[src/rtl/mem_arbiter.sv]
// mem_arbiter: shares one memory port between IFU fetches and LSU loads/stores, fixed 2-cycle latency.
// Define ARB_ROUND_ROBIN_EN for alternating arbitration; default is LSU priority with an IFU starvation guard.
`ifndef RegWidth
`define RegWidth 64
`endif
`ifndef ImmWidth
`define ImmWidth 64
`endif
`ifndef AddrWidth
`define AddrWidth 32
`endif
`ifndef WdtTypeCnt
`define WdtTypeCnt 4
`endif
`ifndef Wdt8
`define Wdt8 4'b0001
`endif
`ifndef Wdt16
`define Wdt16 4'b0010
`endif
`ifndef Wdt32
`define Wdt32 4'b0100
`endif
`ifndef Wdt64
`define Wdt64 4'b1000
`endif

module mem_arbiter #(
    parameter int MAX_LSU_BURST = 4
) (
    input  logic                   clk,
    input  logic                   rst,
    input  logic                   ifu_req,
    input  logic [`RegWidth-1:0]   ifu_addr,
    output logic                   ifu_rsp,
    output logic [`ImmWidth-1:0]   ifu_rdata,
    input  logic                   lsu_req,
    input  logic                   lsu_we,
    input  logic [`RegWidth-1:0]   lsu_addr,
    input  logic [`RegWidth-1:0]   lsu_wdata,
    input  logic [`WdtTypeCnt-1:0] lsu_wdt,
    output logic                   lsu_rsp,
    output logic [`ImmWidth-1:0]   lsu_rdata,
    output logic [`RegWidth-1:0]   mem_raddr,
    output logic [`AddrWidth-1:0]  mem_waddr,
    output logic [`RegWidth-1:0]   mem_wdata,
    output logic                   mem_ren,
    output logic                   mem_wen,
    output logic [`WdtTypeCnt-1:0] wdt_op,
    input  logic [`ImmWidth-1:0]   mem_rdata
);

    typedef enum logic [1:0] {IDLE, ISSUE, RESP} state_t;
    typedef enum logic {OWN_IFU, OWN_LSU} owner_t;

    state_t                 state_q, state_d;
    owner_t                 owner_q, owner_d;
    logic                   grant_ifu;
    logic [`RegWidth-1:0]   addr_q, addr_d;
    logic [`RegWidth-1:0]   wdata_q, wdata_d;
    logic [`WdtTypeCnt-1:0] wdt_q, wdt_d;
    logic                   we_q, we_d;

`ifdef ARB_ROUND_ROBIN_EN
    logic last_ifu_q, last_ifu_d;
`else
    localparam int BURST_W = $clog2(MAX_LSU_BURST + 1);
    logic [BURST_W-1:0] burst_q, burst_d;
`endif

    always_comb begin
`ifdef ARB_ROUND_ROBIN_EN
        // A cleared last-grant flag hands the first contended slot to the IFU.
        grant_ifu = ifu_req && (!lsu_req || !last_ifu_q);
`else
        grant_ifu = ifu_req && (!lsu_req || (burst_q >= BURST_W'(MAX_LSU_BURST)));
`endif
    end

    always_comb begin
        state_d   = state_q;
        owner_d   = owner_q;
        addr_d    = addr_q;
        wdata_d   = wdata_q;
        wdt_d     = wdt_q;
        we_d      = we_q;
`ifdef ARB_ROUND_ROBIN_EN
        last_ifu_d = last_ifu_q;
`else
        burst_d    = burst_q;
`endif
        mem_ren   = 1'b0;
        mem_wen   = 1'b0;
        mem_raddr = '0;
        mem_waddr = '0;
        mem_wdata = '0;
        wdt_op    = '0;
        ifu_rsp   = 1'b0;
        lsu_rsp   = 1'b0;
        ifu_rdata = '0;
        lsu_rdata = '0;

        case (state_q)
            IDLE: begin
                if (ifu_req || lsu_req) begin
                    state_d = ISSUE;
                    // Capture the request so a requester dropping out mid-transaction cannot corrupt it.
                    if (grant_ifu) begin
                        owner_d = OWN_IFU;
                        addr_d  = ifu_addr;
                        wdata_d = '0;
                        wdt_d   = `Wdt32;
                        we_d    = 1'b0;
                    end else begin
                        owner_d = OWN_LSU;
                        addr_d  = lsu_addr;
                        wdata_d = lsu_wdata;
                        wdt_d   = lsu_wdt;
                        we_d    = lsu_we;
                    end
`ifdef ARB_ROUND_ROBIN_EN
                    last_ifu_d = grant_ifu;
`endif
                end
`ifndef ARB_ROUND_ROBIN_EN
                if (!ifu_req || grant_ifu) begin
                    burst_d = '0;
                end else if (burst_q < BURST_W'(MAX_LSU_BURST)) begin
                    burst_d = burst_q + BURST_W'(1);
                end
`endif
            end
            ISSUE: begin
                state_d = RESP;
                if (owner_q == OWN_IFU) begin
                    mem_ren   = 1'b1;
                    mem_raddr = addr_q;
                    wdt_op    = `Wdt32;
                end else if (we_q) begin
                    mem_wen   = 1'b1;
                    mem_waddr = addr_q[`AddrWidth-1:0];
                    mem_wdata = wdata_q;
                    wdt_op    = wdt_q;
                end else begin
                    mem_ren   = 1'b1;
                    mem_raddr = addr_q;
                    wdt_op    = wdt_q;
                end
            end
            RESP: begin
                state_d = IDLE;
                if (owner_q == OWN_IFU) begin
                    ifu_rsp   = 1'b1;
                    ifu_rdata = mem_rdata;
                end else begin
                    lsu_rsp   = 1'b1;
                    lsu_rdata = we_q ? '0 : mem_rdata;
                end
            end
            default: state_d = IDLE;
        endcase

        // Outputs stay quiet for the whole reset cycle, including one that lands mid-transaction.
        if (!rst) begin
            mem_ren   = 1'b0;
            mem_wen   = 1'b0;
            mem_raddr = '0;
            mem_waddr = '0;
            mem_wdata = '0;
            wdt_op    = '0;
            ifu_rsp   = 1'b0;
            lsu_rsp   = 1'b0;
            ifu_rdata = '0;
            lsu_rdata = '0;
        end
    end

    always_ff @(posedge clk) begin
        if (!rst) begin
            state_q    <= IDLE;
            owner_q    <= OWN_IFU;
`ifdef ARB_ROUND_ROBIN_EN
            last_ifu_q <= 1'b0;
`else
            burst_q    <= '0;
`endif
        end else begin
            state_q    <= state_d;
            owner_q    <= owner_d;
`ifdef ARB_ROUND_ROBIN_EN
            last_ifu_q <= last_ifu_d;
`else
            burst_q    <= burst_d;
`endif
        end
    end

    always_ff @(posedge clk) begin
        addr_q  <= addr_d;
        wdata_q <= wdata_d;
        wdt_q   <= wdt_d;
        we_q    <= we_d;
    end

endmodule
[config.mk]
export PLATFORM = sky130hd
export DESIGN_NAME = mem_arbiter
export DESIGN_NICKNAME = d
export VERILOG_FILES = /design/src/rtl/mem_arbiter.sv
export SDC_FILE = /design/constraint.sdc
export NUM_CORES = 1
export LEC_CHECK = 0
export CORE_AREA = 3 3 219 221
export CTS_BUF_LIST = sky130_fd_sc_hd__clkbuf_8
export DETAILED_ROUTE_END_ITERATION = 10
export DIE_AREA = 0 0 222 224
export PLACE_DENSITY_LB_ADDON = 0.25
export RECOVER_POWER = 100
export SLEW_MARGIN = 20
export SYNTH_ARGS = -nofsm -noshare
export SYNTH_HDL_FRONTEND = slang
export SYNTH_SLANG_ARGS = --single-unit
[constraint.sdc]
create_clock -name clk -period 5.9 [get_ports clk]
set_input_delay 1.18 -clock clk [delete_from_list [all_inputs] [get_ports clk]]
set_output_delay 1.18 -clock clk [all_outputs]
set_load 0.005 [all_outputs]
==> impl_metrics.csv <==
group,metric,value,unit
global_route,antenna_found_initial,3,
routing,vias,6676,
global_route,grt_pass1_wl,46400,um
pwr,power_frac_seq,0.483,
die,die_width,222,um
routing,ant_nets,0,
pwr,intPower,1.973,mW
setup_path,cp-end-kind,"output port",
layout,synthToLayoutAreaGrowth,85.86,%
setup_path,criticalPathCategory,"in2out",
yosys,syn_inst,641,
setup_path,cp_num_buf_inv,3,
layout,instances_no_fill,1799,
flow_run,maxCapViolCount,2,
placement,gp_congestion,0.8279,
setup_path,required,4.72,ns
clocking,cts_buffers,17,
sta,hold_viol_final,0,
yosys,avgSynthCellArea,11.89,um2
sta,finalCritPeriodShare,0.9051,
setup_path,crit_top_cell,"dlygate4sd3_1",
setup_path,cp_max_fo,44,
yosys,syn_nets,907,
routing,drt-total-wl,32800,um
clocking,path_clk_slew,0.07,ns
die,die-area,49730,um2
routing,post_drt_via_cell_ratio,3.711,
clocking,cts_hold_buf,0,
clocking,cts_tree,"yes",
yosys,synthDistinctLibCells,32,
sta,finalSetupTns,0,ns
setup_path,slowest_delay,0.78,ns
pwr,peakVddDrop,0.0001873,V
sta,finalSetupViolCount,0,
setup_path,cp-start-kind,"primary input",
global_route,grt_overflow,0,
sta,fmax,187.3,MHz
routing,drc,0,
setup_path,crit_chain,"dlygate4sd3_1 > and4bb_1 > clkbuf_2 > and2_1 > dlygate4sd3_1",
routing,drt-initial-drc-count,253,
die,core_area,46360,um2
pwr,power.switching,617.3,uW
clocking,worst_skew_pair.late_latency,0.54,ns
yosys,syn_area,7619,um2
die,fp-row-count,79,
sta,rsz0062_at_grt,"no",
yosys,ys_seq_area_frac,0.5400,
placement,dp.cells,1767,
clocking,cts_resized,0,
pwr,sw_frac_of_total,0.2383,
run_status,status,"finished, violations left",
global_route,grt.total_usage,0.1279,
pwr,pwr-share-clk,0.353,
pwr,cellLeakagePower,5.464,nW
routing,drtPass1Iterations,4,
clocking,postCtsSetupRepairBufs,0,
routing,wl_per_cell,18.23,um
sta,slew_violations,120,
clocking,htreeDepth,4,
global_route,grt_pass1_vias,6914,
sta,period_needed,5.340,ns
clocking,clock-root-buffer,"clkbuf_8",
clocking,clockBufferDepth,2,
layout,final_nets,1445,
layout,drive_gt1_frac,0.07311,
setup_path,crit_family,"buffers and inverters",
run_status,failed_checks,"max-capacitance violations, max-slew violations",
global_route,grt_start_max_net_pins,98,
setup_path,arrival,4.16,ns
yosys,ys_warn_count,0,
sta,tightest_slew,3.095,ns
die,ioPinCount,561,
sta,fin_skew,0.02055,ns
setup_path,critPathSlowestCell,"dlygate4sd3_1",
pwr,cellPowerDensity,182.9,nW/um2
die,die_y,224,um
die,start_util,0.1643,
pwr,p_comb_frac,0.164,
yosys,ys_ff_latch,139,
sta,slew_headroom,-1.064,
placement,place_hpwl,25340,um
clocking,cts_sinks,139,
worst_hold_path,hold_path_class,"reg2reg",
placement,numPortBuffers,560,
[sequential cells by signal, indices dropped and copies added (netlist names)]
name and flops:
owner_q 1, burst_q 3, state_q 2, we_q 1, wdata_q 64, wdt_q 4
addr_q 64
[final timing paths]
check                           startpoint       endpoint  slack [ns]  depth (start not counted)
worst max-delay path                   rst  ifu_rdata[45]        0.56                          5
worst min-delay path            burst_q[1]     burst_q[1]        0.49                          2
worst max register to register  state_q[1]    wdata_q[39]        1.52                          3
worst min register to register  burst_q[1]     burst_q[1]        0.49                          2
[cells by family after synthesis]
logic type | synth area share
compound gates | 0.004763
fa+ha+maj | 0.001642
buf+inv | 0.03909
flops | 0.5400
mux | 0.09952
simple gates | 0.3150
[power by group through the flow]
stage	combinational [mW]	clock [mW]	sequential, mW
floorplan	0.151	0	1.26
detailed placement	0.454	0	1.27
CTS	0.456	0.966	1.25
global placement	0.450	0	1.27
global route	0.461	0.993	1.26
finish	0.424	0.914	1.25
[metrics by stage]
step | util | worst slack [ns] | hold WS (ns) | total power [mW] | area, um2
floorplan | - | 1.215 | 0.4500 | 1.409 | 7619
global placement | 0.2980 | 0.8388 | 0.4616 | 1.723 | 13810
detailed placement | 0.2980 | 0.8293 | 0.4858 | 1.726 | 13810
CTS | 0.3074 | 0.8125 | 0.4959 | 2.673 | 14250
global route | 0.3053 | 0.3284 | 0.5142 | 2.719 | 14150
finish | 0.3054 | 0.5600 | 0.4914 | 2.590 | 14160
[synth_stat cells]
master,number,share of area
edfxtp_1,133,0.52
and2_1,357,0.29
and4bb_1,1,0.0016
buf_6,7,0.010
nand2_1,6,0.0030
inv_1,1,0.00049
nand3b_1,1,0.00099
dfxtp_1,6,0.016
and3_1,4,0.0033
and4b_1,1,0.0013
nand2b_1,1,0.00082
nand4b_1,1,0.0011
o22ai_1,3,0.0025
or3b_2,1,0.0011
nand4_1,1,0.00082
mux2_2,50,0.074
nor2b_1,1,0.00082
buf_4,9,0.0089
mux2_1,4,0.0059
nor2b_4,1,0.0018
inv_2,1,0.00049
a21oi_1,2,0.0013
nand3_1,2,0.0013
nand2b_4,1,0.0018
nand3b_2,1,0.0015
ha_1,1,0.0016
mux2_4,10,0.020
o21a_1,1,0.00099
clkbuf_1,13,0.0064
nor2_1,1,0.00049
buf_2,7,0.0046
clkbuf_2,12,0.0079
[metal layers]
layer	part of all wire	global-route usage
met4	0.017	0.04458
met5	0.00061	0
met2	0.52	0.2315
met3	0.085	0.05347
met1	0.38	0.1336
[worst register-to-register path: stages (launching register included)]
cell	delay (ns)
dfxtp_1	0.34
nor2_1	0.34
o21a_1	2.26
clkbuf_2	1.05
[area by class of cell]
type | instances | area (um2)
multi-input combinational | 452 | 3171
antenna | 2 | 5.005
inverter | 2 | 7.507
tap | 607 | 759.5
fill | 4871 | 32200
clock buffer | 17 | 234.0
sequential | 139 | 4114
timing repair buffer | 567 | 5669
clock inverter | 13 | 200.2
[placed cells by master, fill, tap and decap left out, types with 2 or more instances in the layout]
master	count
dlygate4sd3_1	162
clkbuf_2	4
and3_1	3
mux2_1	15
dfxtp_1	6
clkbuf_8	17
edfxtp_1	133
inv_1	3
clkdlybuf4s50_1	398
inv_6	2
o22ai_1	3
nand2b_1	2
mux2_2	49
nand2_1	6
bufinv_16	5
nand3_1	2
buf_12	2
clkinv_1	2
diode_2	2
and2_0	162
and2_1	195
(Power assumes the default switching activity.)
